**config.mk**
```make
export PLATFORM = sky130hd
export DESIGN_NAME = vga_timing_ctrl_flat
export DESIGN_NICKNAME = d
export VERILOG_FILES = /design/src/rtl/vga_timing_pkg.sv /design/src/rtl/vga_timing_ctrl_if.sv /design/src/rtl/pixel_tick_gen.sv /design/src/rtl/vga_timing_ctrl.sv /design/src/flat_wrapper.sv
export SDC_FILE = /design/constraint.sdc
export NUM_CORES = 1
export LEC_CHECK = 0
export ABC_AREA = 1
export BUFFER_PORTS_ARGS = -buffer_cell sky130_fd_sc_hd__buf_2
export CAP_MARGIN = 5
export CORE_ASPECT_RATIO = 0.9
export CORE_MARGIN = 2
export CORE_UTILIZATION = 40
export CTS_BUF_LIST = sky130_fd_sc_hd__clkbuf_8
export DETAILED_ROUTE_END_ITERATION = 16
export GPL_TIMING_DRIVEN = 0
export PLACE_DENSITY = 0.59
export SLEW_MARGIN = 20
export SYNTH_ARGS = -nofsm -noshare
export SYNTH_HDL_FRONTEND = slang
export SYNTH_SLANG_ARGS = --single-unit
```
**constraint.sdc**
```tcl
create_clock -name clk -period 2.35 [get_ports clk]
set_input_delay 0.3525 -clock clk [delete_from_list [all_inputs] [get_ports clk]]
set_output_delay 0.3525 -clock clk [all_outputs]
set_load 0.03 [all_outputs]
```
**src/rtl/vga_timing_pkg.sv**
```systemverilog
// Shared 640x480 raster timing constants and decode helpers, used by the timing
// generator and the downstream bitgen stages.
package vga_timing_pkg;

    localparam int CNT_W = 10;
    typedef logic [CNT_W-1:0] cnt_t;

    localparam cnt_t H_TOTAL      = 10'd800;
    localparam cnt_t H_SYNC       = 10'd96;
    localparam cnt_t H_DISP_START = 10'd158;
    localparam cnt_t H_DISP_END   = 10'd798;

    localparam cnt_t V_TOTAL      = 10'd525;
    localparam cnt_t V_DISP_END   = 10'd480;
    localparam cnt_t V_SYNC_START = 10'd490;
    localparam cnt_t V_SYNC_LEN   = 10'd2;

    // Downstream x = hcount - X_OFFSET
    localparam cnt_t X_OFFSET = H_DISP_START;

    typedef struct packed {
        logic hsync;
        logic vsync;
        logic bright;
    } sync_t;

    function automatic logic in_window(cnt_t v, cnt_t lo, cnt_t hi);
        return (v >= lo) && (v < hi);
    endfunction

endpackage

```
**src/rtl/vga_timing_ctrl_if.sv**
```systemverilog
// Raster timing bundle: the generator drives it, bitgen stages and the DAC consume it.
interface vga_timing_ctrl_if;
    logic [9:0] hcount;
    logic [9:0] vcount;
    logic       hsync;
    logic       vsync;
    logic       bright;
    logic       pix_en;
    logic       frame_start;

    modport master (
        output hcount, vcount, hsync, vsync, bright, pix_en, frame_start
    );

    modport slave (
        input hcount, vcount, hsync, vsync, bright, pix_en, frame_start
    );
endinterface

```
**src/rtl/pixel_tick_gen.sv**
```systemverilog
// Divides the board clock into a one-clk pixel enable pulse every CLK_DIV clocks.
module pixel_tick_gen #(
    parameter int CLK_DIV = 2
) (
    input  logic clk,
    input  logic rst,
    output logic pix_en
);
    localparam int CW = (CLK_DIV > 1) ? $clog2(CLK_DIV) : 1;
    localparam logic [CW-1:0] LAST = CW'(CLK_DIV - 1);

    logic [CW-1:0] cnt_reg;
    logic [CW-1:0] cnt_next;
    logic          pix_en_reg;

    always_comb begin
        cnt_next = cnt_reg + CW'(1);
        if (cnt_reg == LAST) begin
            cnt_next = '0;
        end
    end

    // Registered from the next count so pix_en is high while the counter sits at LAST
    // and stays low throughout reset, even when CLK_DIV is 1.
    always_ff @(posedge clk or posedge rst) begin
        if (rst) begin
            cnt_reg    <= '0;
            pix_en_reg <= 1'b0;
        end else begin
            cnt_reg    <= cnt_next;
            pix_en_reg <= (cnt_next == LAST);
        end
    end

    assign pix_en = pix_en_reg;

endmodule

```
**src/rtl/vga_timing_ctrl.sv**
```systemverilog
// VGA raster timing generator: pixel-enabled h/v counters with registered sync,
// bright and frame_start decode aligned to the counter outputs.
module vga_timing_ctrl #(
    parameter int         CLK_DIV      = 2,
    parameter logic [9:0] H_TOTAL      = vga_timing_pkg::H_TOTAL,
    parameter logic [9:0] H_SYNC       = vga_timing_pkg::H_SYNC,
    parameter logic [9:0] H_DISP_START = vga_timing_pkg::H_DISP_START,
    parameter logic [9:0] H_DISP_END   = vga_timing_pkg::H_DISP_END,
    parameter logic [9:0] V_TOTAL      = vga_timing_pkg::V_TOTAL,
    parameter logic [9:0] V_DISP_END   = vga_timing_pkg::V_DISP_END,
    parameter logic [9:0] V_SYNC_START = vga_timing_pkg::V_SYNC_START,
    parameter logic [9:0] V_SYNC_LEN   = vga_timing_pkg::V_SYNC_LEN
) (
    input  logic               clk,
    input  logic               rst,
    vga_timing_ctrl_if.master  vga
);
    import vga_timing_pkg::*;

    localparam cnt_t V_SYNC_END = V_SYNC_START + V_SYNC_LEN;

    logic  pix_en;
    cnt_t  h_reg, h_next;
    cnt_t  v_reg, v_next;
    sync_t dec_reg, dec_next;
    logic  fs_reg, fs_next;
    logic  h_wrap, v_wrap;

    pixel_tick_gen #(
        .CLK_DIV (CLK_DIV)
    ) u_tick (
        .clk    (clk),
        .rst    (rst),
        .pix_en (pix_en)
    );

    always_comb begin
        h_next  = h_reg;
        v_next  = v_reg;
        fs_next = 1'b0;
        h_wrap  = (h_reg == H_TOTAL - 10'd1);
        v_wrap  = (v_reg == V_TOTAL - 10'd1);
        if (pix_en) begin
            if (h_wrap) begin
                h_next = '0;
                if (v_wrap) begin
                    v_next  = '0;
                    fs_next = 1'b1;
                end else begin
                    v_next = v_reg + 10'd1;
                end
            end else begin
                h_next = h_reg + 10'd1;
            end
        end
        // Decode from the next counts so the registered flags line up with hcount/vcount.
        dec_next.hsync  = !(h_next < H_SYNC);
        dec_next.vsync  = !in_window(v_next, V_SYNC_START, V_SYNC_END);
        dec_next.bright = in_window(h_next, H_DISP_START, H_DISP_END) && (v_next < V_DISP_END);
    end

    always_ff @(posedge clk or posedge rst) begin
        if (rst) begin
            h_reg   <= '0;
            v_reg   <= '0;
            dec_reg <= '{hsync: 1'b0, vsync: 1'b1, bright: 1'b0};
            fs_reg  <= 1'b0;
        end else begin
            h_reg   <= h_next;
            v_reg   <= v_next;
            dec_reg <= dec_next;
            fs_reg  <= fs_next;
        end
    end

    assign vga.hcount      = h_reg;
    assign vga.vcount      = v_reg;
    assign vga.hsync       = dec_reg.hsync;
    assign vga.vsync       = dec_reg.vsync;
    assign vga.bright      = dec_reg.bright;
    assign vga.pix_en      = pix_en;
    assign vga.frame_start = fs_reg;

endmodule

```
**src/flat_wrapper.sv**
```systemverilog
// flat-port wrapper written by rule: the top's interface ports become plain ports
module vga_timing_ctrl_flat import vga_timing_pkg::*;
#(
    parameter int         CLK_DIV      = 2,
    parameter logic [9:0] H_TOTAL      = vga_timing_pkg::H_TOTAL,
    parameter logic [9:0] H_SYNC       = vga_timing_pkg::H_SYNC,
    parameter logic [9:0] H_DISP_START = vga_timing_pkg::H_DISP_START,
    parameter logic [9:0] H_DISP_END   = vga_timing_pkg::H_DISP_END,
    parameter logic [9:0] V_TOTAL      = vga_timing_pkg::V_TOTAL,
    parameter logic [9:0] V_DISP_END   = vga_timing_pkg::V_DISP_END,
    parameter logic [9:0] V_SYNC_START = vga_timing_pkg::V_SYNC_START,
    parameter logic [9:0] V_SYNC_LEN   = vga_timing_pkg::V_SYNC_LEN
)
  (clk, rst, vga_hcount, vga_vcount, vga_hsync, vga_vsync, vga_bright, vga_pix_en, vga_frame_start);
  vga_timing_ctrl_if vga_i ();
  input  logic clk;
  input  logic rst;
  output wire logic [$bits(vga_i.hcount)-1:0] vga_hcount;
  output wire logic [$bits(vga_i.vcount)-1:0] vga_vcount;
  output wire logic [$bits(vga_i.hsync)-1:0] vga_hsync;
  output wire logic [$bits(vga_i.vsync)-1:0] vga_vsync;
  output wire logic [$bits(vga_i.bright)-1:0] vga_bright;
  output wire logic [$bits(vga_i.pix_en)-1:0] vga_pix_en;
  output wire logic [$bits(vga_i.frame_start)-1:0] vga_frame_start;
  assign vga_hcount = vga_i.hcount;
  assign vga_vcount = vga_i.vcount;
  assign vga_hsync = vga_i.hsync;
  assign vga_vsync = vga_i.vsync;
  assign vga_bright = vga_i.bright;
  assign vga_pix_en = vga_i.pix_en;
  assign vga_frame_start = vga_i.frame_start;
  vga_timing_ctrl #(.CLK_DIV(CLK_DIV), .H_TOTAL(H_TOTAL), .H_SYNC(H_SYNC), .H_DISP_START(H_DISP_START), .H_DISP_END(H_DISP_END), .V_TOTAL(V_TOTAL), .V_DISP_END(V_DISP_END), .V_SYNC_START(V_SYNC_START), .V_SYNC_LEN(V_SYNC_LEN)) u_core (.clk(clk), .rst(rst), .vga(vga_i));
endmodule
```
* Yosys cells after proc, flatten, opt, wreduce, memory -nomap -nowiden
Cells that the tools add are included.
** Word-level totals
- Flip-flop bits (word level) :: 25
- Latch bits :: 0
- Bits in writable memories :: 0
- ROM bits :: 0
- Input bits :: 2
- Output and inout port bits :: 25
- Logic and storage cells :: 32
- Memories :: 0
** Cells by class
- Add/sub/neg operators :: 3
- Multipliers :: 0
- Div/mod/pow operators :: 0
- Order comparisons :: 6
- Equality and inequality tests :: 2
- Shift operators :: 0
- Mux-type cells :: 9
- Bitwise operators :: 0
- Reductions and logical operators :: 5
** Operators by type and width (number)
- 10-bit 2-to-1 mux :: 5
- 10-bit by 1-bit adder with 10-bit output, second input constant :: 2
- 10-bit == test, second input constant :: 2
- 10-bit by 9-bit < comparator with 1-bit output, second input constant :: 2
- 10-bit by 8-bit >= comparator with 1-bit output, second input constant :: 1
- 10-bit by 9-bit >= comparator with 1-bit output, second input constant :: 1
- 10-bit < comparator, second input constant :: 1
- 10-bit by 7-bit < comparator with 1-bit output, second input constant :: 1
- 1-bit 2-to-1 mux :: 4
- 1-bit logical AND :: 3
- 1-bit zero test :: 2
- 1-bit adder, second input constant :: 1

* Depth between registers and ports, before layout
- Word-level depth :: 7
- Mapped depth :: 14
- Depth with buffers taken out :: 14

* Hierarchy
From an unflattened synthesis, not the netlist that was laid out.
** Second synthesis, totals
- Cells, all modules :: 225
- Area total of the unflattened synthesis :: 1577.8 sq um
** Modules (own cells, without submodules)
- vga_timing_ctrl :: times used 1, cells each 222, area an instance 1545.2 sq um, seq. area each 601.8 sq um
- pixel_tick_gen :: times used 1, cells each 3, area an instance 32.5 sq um, seq. area each 25.0 sq um

* Least setup slack after synthesis
No wires, ideal clock.
- Path type :: register to register
- From :: register u_core.h_reg[0], in the netlist u_core.vga.hcount[0]
- To :: register u_core.dec_reg (netlist bit u_core.vga.bright)
- Library setup time :: 115 ps
- Data arrival time :: 1652 ps
- Data required time :: 2235 ps
- Setup slack :: 583 ps
- Stages on the path, launching flop included :: 13
- Buffers on the path :: 0
- Period minus slack after synthesis :: 1767 ps
- Path through :: dfrtp_1 -> ha_1 -> nand2_1 -> nor2_4 -> nand3_2 -> nor2_4 -> nand2_1 -> nand2_1 -> nand2_2 -> nor2_1 -> nand2_2 -> nand2_1 -> nor2_1
** RTL lines
- start, declared :: RTL line vga_timing_ctrl.sv:23 : cnt_t h_reg, h_next;
- start signal, assigned :: RTL line vga_timing_ctrl.sv:69 : h_reg <= h_next;
- end signal, assigned :: RTL line vga_timing_ctrl.sv:66 : dec_reg <= '{hsync: 1'b0, vsync: 1'b1, bright: 1'b0};
- end signal, assigned :: RTL line vga_timing_ctrl.sv:71 : dec_reg <= dec_next;
- end, declared :: RTL line vga_timing_ctrl.sv:25 : sync_t dec_reg, dec_next;

==> qor.txt <==
Slew HR -> 38.6%
Final max-slew violation count -> 0
Post-CTS sizing -> 0
Placed Cells -> 283
Global-route wire length before repair -> 5760 um
Die height -> 62.1 um
Detail Route Antenna Nets -> 0
Tot GR Track Use -> 17.6%
Total Nets Final -> 247
Number of setup buffers added after CTS -> 0
Largest area contributor in the netlist -> dfrtp_1
Vias in the first global route -> 1288
Synth cell types -> 25
Worst Path Required -> 2550 ps
# setup viols final -> 0
Worst clock skew -> 4.97 ps
Outcome -> finished clean
Ports -> 27
Die W -> 68.6 um
Top cells by area, synth -> dfrtp_1 (40%), nand2_1 (16%), inv_1 (9.5%), nor2_1 (6.3%), nand3_1 (4.3%)
CTS sink count -> 25
Crit. End Element -> flip-flop
Critical Path Most Common Cell -> nand2_1
Yosys synthesis warning count -> 0
Clock buffer depth -> 2
Crit path cell chain -> inv_1 -> ha_1 -> nand2_1 -> nor2_1 -> nand4_1 -> a21oi_1 -> nand2_1 -> nand2_1 -> nor2_1 -> nand2_2 -> nand2_1 -> nor2_1
Reg2reg setup slack -> 530 ps
Core Box Area -> 3650 sq um
Yosys reg bits -> 25
Fill count -> 353
Antenna violations before repair -> 0
Power density over cell area -> 396 nW/um^2
Layout area overhead -> 15.5%
Synth async-reset ratio -> 100%
H-tree levels -> 1
Critical-path cell with the highest stage delay -> dfrtp_1
Commonest cells in the netlist -> nand2_1 (63), inv_1 (38), nor2_1 (25), dfrtp_1 (24), nand3_1 (13)
Antenna cells -> 0
Slowest stage delay, CP -> 410 ps
Initial Utilization -> 41.1%
RSZ-0062 raised after global routing -> false
Post-synth top flop -> dfrtp_1
P_leak -> 1.01 nW
TritonCTS Buffers -> 3
Clock-pin slew on the worst setup and hold paths -> 90 ps
Final period util -> 77.5%
Worst slew pin tran -> 920 ps
CP bufs+invs -> 1
Mapped cell area -> 1500 sq um
Post-Synthesis Cells -> 211
Gr ovfl total -> 0
Gpl congestion -> 0.874
Pre-antenna DRT Iters -> 4
Largest net degree at the start of global routing -> 26
Share of cells above drive strength 1 -> 19.5%
Via count -> 1373
Final min period -> 1820 ps
Crit path max-delay family -> simple AND/OR/NAND/NOR gates
Port Buffers -> 26
Max_cap viols -> 0
Clk root buf -> clkbuf_8
Syn Area/Cell -> 7.11 sq um
Register area share after synthesis -> 41.8%
Clk_lat worst skew -> 270 ps
Net Count, Synth -> 216
DP Wirelength -> 2450 um
Critical Path Start Type -> flip-flop
WL final -> 3200 um
Wirelength per Cell -> 11.1 um
Number of flops mapped to enable cells by yosys -> 0
Post-CTS Hold Buffers -> 0
Hold crit path type -> in -> async
Row cnt -> 21
Initial DRC count -> 59
Fin cells -> 287
Crit Path Class -> reg -> reg
Count leader, synth -> nand2_1
Die Area -> 4260 sq um
Worst Path Max Fanout -> 5
Average vias per placed instance -> 4.78
Remaining DRCs -> 0
Top-area cell type share of the netlist area -> 40.0%
TNS Setup -> 0 ps
Final Hold Viols -> 0
Max Fclk -> 549 MHz
VDD IR max -> 0.000216 V
TritonCTS clock tree -> yes
Critical Path AT -> 2020 ps
-- cells in the final DEF, fill, tap and decap left out --
| cell | instances |
|---|---|
| o211ai_1 | 1 |
| dfstp_2 | 1 |
| ha_1 | 3 |
| buf_4 | 1 |
| clkbuf_8 | 3 |
| nor2_1 | 25 |
| nor2_4 | 2 |
| inv_1 | 39 |
| o21ai_2 | 1 |
| nand4_1 | 5 |
| nand3b_1 | 1 |
| nand2_1 | 63 |
| o21bai_1 | 2 |
| dfrtp_1 | 24 |
| clkinv_1 | 1 |
| nand3_1 | 13 |
| a21oi_1 | 2 |
| buf_2 | 26 |
| nand3_2 | 4 |
| o21ai_0 | 9 |
| o21ai_1 | 1 |
| xor2_1 | 1 |
| nor2_2 | 4 |
| nor3_1 | 3 |
| buf_6 | 1 |
| nand2_2 | 4 |
| xnor2_1 | 1 |
-- metal layers --
layer	routed length, um	GRT usage [%]	vias to the layer above
met3	170	2.90	5
met1	1660	27.2	619
met2	1320	24.9	37
met5	0	0	-
li1	-	-	712
met4	48	5.25	0
-- cells by family (layout without fill, tap and decap cells) --
kind of cell | count (synthesis) | count (layout) | share of synthesized area [%]
compound gates | 16 | 16 | 6.09
xor+xnor | 2 | 2 | 1.17
simple gates | 124 | 124 | 37.4
flops | 25 | 25 | 41.8
buf+inv | 41 | 71 | 11.0
fa+ha+maj | 3 | 3 | 2.50
-- power by group --
part	switching (mW)	leakage, nW	internal [mW]
clock	0.130	0.0269	0.117
sequential	0	0.331	0.430
combinational	0.00799	0.655	0.000663
total	0.138	1.01	0.547
-- area by class of cell --
| class | count | area (sq um) | area share [%] |
|---|---|---|---|
| Sequential cell | 25 | 627 | 36.2 |
| Clock inverter | 1 | 3.75 | 0.217 |
| Tap cell | 46 | 57.6 | 3.32 |
| Multi-Input combinational cell | 145 | 708 | 40.9 |
| Timing Repair Buffer | 26 | 130 | 7.51 |
| Inverter | 39 | 146 | 8.45 |
| Clock buffer | 3 | 41.3 | 2.38 |
| Buffer | 2 | 18.8 | 1.08 |
-- worst paths after layout --
path,startpoint,to,cells after the start
hold reg to reg,u_core.vga.hcount[1],u_core.vga.hcount[1],2
setup / recovery,u_core.vga.vcount[1],u_core.vga.bright,12
max in group asynchronous,rst,u_core.vga.vcount[8],2
setup reg to reg,u_core.vga.vcount[1],u_core.vga.bright,12
hold / removal,rst,u_core.vga.hcount[9],2
min in group clk,u_core.vga.hcount[1],u_core.vga.hcount[1],2
-- stage by stage --
stage	setup WS (ps)	instance area, sq um	hold slack [ps]	total power, mW	utilization, %
2_1_floorplan	583	1500	379	0.445	-
3_3_place_gp	519	1690	567	0.448	46.2
3_5_place_dp	528	1690	578	0.448	46.2
4_1_cts	497	1730	333	0.698	47.4
5_1_grt	265	1730	384	0.719	47.4
6_report	528	1730	275	0.686	47.4
Note: power is estimated with default switching activity, not from simulation.
